[src/rtl/riscv_zero_pkg.sv]
// Shared types and constants for the RISC-V Zero memory arbiter.
package riscv_zero_pkg;

    localparam int XLEN     = 32;
    localparam int STARVE_W = 4;

    typedef enum logic [1:0] {
        IDLE = 2'd0,
        REQ  = 2'd1,
        WAIT = 2'd2
    } arb_state_t;

    typedef enum logic {
        OWN_IF = 1'b0,
        OWN_D  = 1'b1
    } arb_owner_t;

endpackage

[src/rtl/riscv_zero_arb_pick.sv]
// Priority policy: data wins unless fetch has been starved STARVE_MAX times.
module riscv_zero_arb_pick
    import riscv_zero_pkg::*;
#(
    parameter int unsigned STARVE_MAX = 4
) (
    input  logic                if_req_i,
    input  logic                d_req_i,
    input  logic [STARVE_W-1:0] starve_cnt_i,
    output arb_owner_t          winner_o,
    output logic                if_en_o,
    output logic                d_en_o
);

    logic d_wins;

    // Data wins while under the starvation limit, or whenever fetch is absent.
    always_comb begin
        d_wins = 1'b0;
        if (d_req_i && (starve_cnt_i < STARVE_W'(STARVE_MAX))) begin
            d_wins = 1'b1;
        end else if (d_req_i && !if_req_i) begin
            d_wins = 1'b1;
        end
        d_en_o   = d_wins;
        if_en_o  = if_req_i && !d_wins;
        winner_o = d_wins ? OWN_D : OWN_IF;
    end

endmodule

[src/rtl/riscv_zero_mem_arbiter.sv]
// Shares one memory port between fetch and load/store; one transaction in flight.
// Handshake: a requester holds req with its payload until gnt is seen high in
// the same cycle; mem_req is held with a stable payload until mem_gnt, and the
// single response arrives later on mem_rvalid, routed to the latched owner.
module riscv_zero_mem_arbiter
    import riscv_zero_pkg::*;
#(
    parameter int unsigned STARVE_MAX = 4
) (
    input  logic                clk,
    input  logic                reset,
    input  logic                if_req_i,
    input  logic [XLEN-1:0]     if_addr_i,
    input  logic                if_flush_i,
    output logic                if_gnt_o,
    output logic                if_rvalid_o,
    output logic [XLEN-1:0]     if_rdata_o,
    input  logic                d_req_i,
    input  logic                d_we_i,
    input  logic [3:0]          d_be_i,
    input  logic [XLEN-1:0]     d_addr_i,
    input  logic [XLEN-1:0]     d_wdata_i,
    output logic                d_gnt_o,
    output logic                d_rvalid_o,
    output logic [XLEN-1:0]     d_rdata_o,
    output logic                mem_req_o,
    output logic                mem_we_o,
    output logic [3:0]          mem_be_o,
    output logic [XLEN-1:0]     mem_addr_o,
    output logic [XLEN-1:0]     mem_wdata_o,
    input  logic                mem_gnt_i,
    input  logic                mem_rvalid_i,
    input  logic [XLEN-1:0]     mem_rdata_i,
    output arb_state_t          state_o,
    output logic [STARVE_W-1:0] starve_cnt_o
);

    arb_state_t          state_q, state_d;
    arb_owner_t          owner_q, owner_d;
    logic                drop_q, drop_d;
    logic [STARVE_W-1:0] starve_q, starve_d;
    logic [XLEN-1:0]     addr_q, addr_d;
    logic [XLEN-1:0]     wdata_q, wdata_d;
    logic                we_q, we_d;
    logic [3:0]          be_q, be_d;

    arb_owner_t pick_winner;
    logic       pick_if_en;
    logic       pick_d_en;

    riscv_zero_arb_pick #(
        .STARVE_MAX (STARVE_MAX)
    ) u_pick (
        .if_req_i     (if_req_i),
        .d_req_i      (d_req_i),
        .starve_cnt_i (starve_q),
        .winner_o     (pick_winner),
        .if_en_o      (pick_if_en),
        .d_en_o       (pick_d_en)
    );

    // State register and latched request payload; reset abandons any transaction.
    always_ff @(posedge clk or posedge reset) begin
        if (reset) begin
            state_q  <= IDLE;
            owner_q  <= OWN_IF;
            drop_q   <= 1'b0;
            starve_q <= '0;
            addr_q   <= '0;
            wdata_q  <= '0;
            we_q     <= 1'b0;
            be_q     <= '0;
        end else begin
            state_q  <= state_d;
            owner_q  <= owner_d;
            drop_q   <= drop_d;
            starve_q <= starve_d;
            addr_q   <= addr_d;
            wdata_q  <= wdata_d;
            we_q     <= we_d;
            be_q     <= be_d;
        end
    end

    // Next-state, grant, starvation and response-routing logic.
    always_comb begin
        state_d     = state_q;
        owner_d     = owner_q;
        drop_d      = drop_q;
        starve_d    = starve_q;
        addr_d      = addr_q;
        wdata_d     = wdata_q;
        we_d        = we_q;
        be_d        = be_q;
        if_gnt_o    = 1'b0;
        d_gnt_o     = 1'b0;
        if_rvalid_o = 1'b0;
        d_rvalid_o  = 1'b0;
        mem_req_o   = 1'b0;
        case (state_q)
            IDLE: begin
                drop_d = 1'b0;
                // Grants are combinational, so hold them off while reset is high.
                if (!reset && (pick_if_en || pick_d_en)) begin
                    if_gnt_o = pick_if_en;
                    d_gnt_o  = pick_d_en;
                    owner_d  = pick_winner;
                    state_d  = REQ;
                    if (pick_d_en) begin
                        addr_d  = d_addr_i;
                        wdata_d = d_wdata_i;
                        we_d    = d_we_i;
                        be_d    = d_be_i;
                        if (if_req_i && (starve_q < STARVE_W'(STARVE_MAX))) begin
                            starve_d = starve_q + STARVE_W'(1);
                        end
                    end else begin
                        addr_d   = if_addr_i;
                        wdata_d  = '0;
                        we_d     = 1'b0;
                        be_d     = 4'hF;
                        starve_d = '0;
                    end
                end
            end
            REQ: begin
                mem_req_o = 1'b1;
                if (owner_q == OWN_IF && if_flush_i) begin
                    drop_d = 1'b1;
                end
                if (mem_gnt_i) begin
                    state_d = WAIT;
                end
            end
            WAIT: begin
                if (owner_q == OWN_IF && if_flush_i) begin
                    drop_d = 1'b1;
                end
                if (mem_rvalid_i) begin
                    if (owner_q == OWN_D) begin
                        d_rvalid_o = 1'b1;
                    end else begin
                        // A flush in the response cycle itself also kills the data.
                        if_rvalid_o = !(drop_q || if_flush_i);
                    end
                    state_d = IDLE;
                    drop_d  = 1'b0;
                end
            end
            default: begin
                state_d = IDLE;
            end
        endcase
    end

    assign mem_we_o     = we_q;
    assign mem_be_o     = be_q;
    assign mem_addr_o   = addr_q;
    assign mem_wdata_o  = wdata_q;
    assign if_rdata_o   = mem_rdata_i;
    assign d_rdata_o    = mem_rdata_i;
    assign state_o      = state_q;
    assign starve_cnt_o = starve_q;

endmodule
[config.mk]
export PLATFORM = sky130hd
export DESIGN_NAME = riscv_zero_mem_arbiter
export DESIGN_NICKNAME = d
export VERILOG_FILES = /design/src/rtl/riscv_zero_pkg.sv /design/src/rtl/riscv_zero_arb_pick.sv /design/src/rtl/riscv_zero_mem_arbiter.sv
export SDC_FILE = /design/constraint.sdc
export NUM_CORES = 1
export LEC_CHECK = 0
export ABC_AREA = 1
export CAP_MARGIN = 20
export CELL_PAD_IN_SITES_DETAIL_PLACEMENT = 0
export CELL_PAD_IN_SITES_GLOBAL_PLACEMENT = 1
export CORE_ASPECT_RATIO = 0.6
export CORE_MARGIN = 10
export CORE_UTILIZATION = 25
export CTS_CLUSTER_SIZE = 16
export DETAILED_ROUTE_END_ITERATION = 10
export GPL_ROUTABILITY_DRIVEN = 0
export GPL_TIMING_DRIVEN = 0
export PLACE_DENSITY_LB_ADDON = 0.08
export SLEW_MARGIN = 40
export SYNTH_ARGS = -nofsm -noshare
export SYNTH_HDL_FRONTEND = slang
export SYNTH_SLANG_ARGS = --single-unit
[constraint.sdc]
create_clock -name clk -period 8.25 [get_ports clk]
set_input_delay 1.65 -clock clk [delete_from_list [all_inputs] [get_ports clk]]
set_output_delay 1.65 -clock clk [all_outputs]
set_load 0.01 [all_outputs]
==> impl_metrics.toml <==
[die]
boundaryPins = 284
coreArea_mm2 = 0.01563
die_area_mm2 = 0.02186
std_cell_rows = 35
die_h_um = 118.6
die_w_um = 184.3
start_util = 0.2591

[yosys]
synthAdderAreaFrac = 0.01544
ys_warn_count = 0
ys_types = 17
synth.area.top_cells = "dfrtp_1 48%, nand2_1 25%, buf_4 12%"
synth_compound_area_frac = 0.02131
netlist_area_mm2 = 0.004051
synth_simple_gate_area_frac = 0.3147
syn_nets = 671
muxShareOfSynthArea = 0
yosysTopAreaCell = "dfrtp_1"
postSynthAreaPerCell_um2 = 7.702
syn-instance-count = 526
synth_seq_area_share = 0.4756
synth_xor_area_frac = 0.002162
ys_ff_latch = 77
synth_top_family_by_area = "simple AND/OR/NAND/NOR gates"
synth_top_area_frac = 0.4756

[sta]
maxSlewHeadroom = 0.6717
tns_ns = 0
fin_skew_ns = 0.01119
finalHoldViolations = 0
finalCritPeriodShare = 0.6529
setup_ws_ns = 2.864
min_period_ns = 5.386
grt_setup_unrepaired = "no"
setup_violations = 0
report.final.slew_viol_count = 0
holdWs_ns = 0.4767
tightestPinTransition_ns = 0.4924
max_freq_ghz = 0.1857

[clocking]
h-tree-depth = 3
clockBufferDepth = 2
cts_hold_buf = 0
cts_buffers = 9
post_cts_buffers = 0
clk_pin_slew_worst_paths_ns = 0.06
cts_tree = "yes"
numClockSinks = 77
clk_latency_ns = 0.34
cts_resized = 0
root_buffer = "clkbuf_16"

[setup_path]
crit_type = "in -> out"
critPathRequiredTime_ns = 6.60
crit_path_start_kind = "input pin"
endpoint_kind = "primary output"
worstPathArrival_ns = 3.74
cp_max_fo = 28
r2r_start = "state_o[0]"
cp-startpoint = "reset"

[placement]
place_area_mm2 = 0.006850
dp_slack_ns = 2.800
dp.final_hpwl_um = 13270
dp_cells = 981
port_buffers = 251

[final_layout]
final_cell_mix = "270 x nand2_1, 251 x clkdlybuf4s50_1, 77 x dfrtp_1"
drive_above_1_share = 0.1335
design_area_mm2 = 0.007183
utilization = 0.4595
synthToLayoutAreaGrowth_pct = 77.30
layout_commonest_cell = "nand2_1"
final_nets = 934
multi_input_area_mm2 = 0.001433
diodes = 0
fill_cells = 1531
instances_no_fill = 997
ff_latch_area_mm2 = 0.001927

[route]
postRouteAntennaNets = 0
viasPerCell = 4.153
wl_per_cell_um = 16.54
drt_iter0_drc = 151
wirelength_um = 16490
drcViolationCount = 0
num_vias = 4141
first_pass_iters = 4

[global_routing]
grt_pass1_wl_um = 25100
grt_overflow = 0
grt_pass1_vias = 4462
grt_max_degree = 53
antenna_found_initial = 3
track_usage = 0.1449

[job]
cap_viol_max_count = 0

[power]
ir_worst_vdd_uv = 161.2
p_per_area_mw_per_mm2 = 288.7
fin_total_pwr_mw = 2.074
power.static_leakage_nw = 3.559

[outcome]
outcome = "finished clean"

[worst_hold_path]
min-delay-path-class = "reg -> reg"
min_from = "mem_addr_o[26]"
final timing paths:
check / end / slack (ns) / depth (start not counted)
min in group asynchronous: mem_wdata_o[19] / 1.66 / 2
min reg2reg: mem_addr_o[26] / 0.48 / 2
max in group asynchronous: mem_addr_o[22] / 6.03 / 3
max reg2reg: mem_wdata_o[3] / 6.50 / 7
max: d_gnt_o / 2.86 / 6
min: mem_addr_o[26] / 0.48 / 2
final cells by class:
type	count	share of cell area
Buffer	89	0.08640
Clock buffer	10	0.03327
Clock inverter	6	0.01306
Inverter	19	0.01063
Multi-Input combinational cell	341	0.1994
Sequential cell	77	0.2682
Tap cell	203	0.03536
Timing Repair Buffer	252	0.3536
critical path: stages:
cell	delay (ns)
clkdlybuf4s50_1	0.47
inv_6	0.26
nand3_2	0.24
a21oi_4	0.33
buf_6	0.20
clkdlybuf4s50_1	0.56
report_power, final:
part	switching (mW)	leakage [nW]	total, mW	internal, mW
registers	0.104	0.978	0.659	0.555
logic	0.456	2.42	0.971	0.516
clock network	0.168	0.160	0.444	0.276
total	0.727	3.56	2.07	1.35
cell usage after synthesis:
| cell | count |
|---|---|
| a21oi_1 | 7 |
| clkbuf_1 | 3 |
| nor4_1 | 1 |
| buf_6 | 3 |
| nor2_1 | 8 |
| nand3b_1 | 6 |
| dfrtp_1 | 77 |
| inv_1 | 19 |
| xor2_1 | 1 |
| nand2_1 | 270 |
| o21ai_0 | 7 |
| nand3_1 | 34 |
| a21oi_4 | 1 |
| ha_1 | 5 |
| nand3_2 | 1 |
| buf_2 | 19 |
| buf_4 | 64 |
cell families (layout without fill, tap and decap cells):
kind of cell / Yosys count / count (layout)
compound gates: 15 / 15
flops: 77 / 77
simple gates: 320 / 320
xor+xnor: 1 / 1
buf+inv: 108 / 376
fa+ha+maj: 5 / 5
layer usage:
| layer | routed length (um) | track usage | up-vias |
|---|---|---|---|
| li1 | - | - | 2068 |
| met1 | 6520 | 0.1601 | 1888 |
| met2 | 7850 | 0.2497 | 169 |
| met3 | 2052 | 0.07495 | 10 |
| met4 | 29 | 0.01529 | 6 |
| met5 | 41 | 0 | - |
registers in the layout, indices dropped and copies added (netlist names):
register and count:
mem_wdata_o 32, mem_we_o 1, owner_q 1, state_o 2
mem_addr_o 32, starve_cnt_o 4, mem_be_o 4, drop_q 1
No activity file was read; power rests on OpenSTA's default activity.
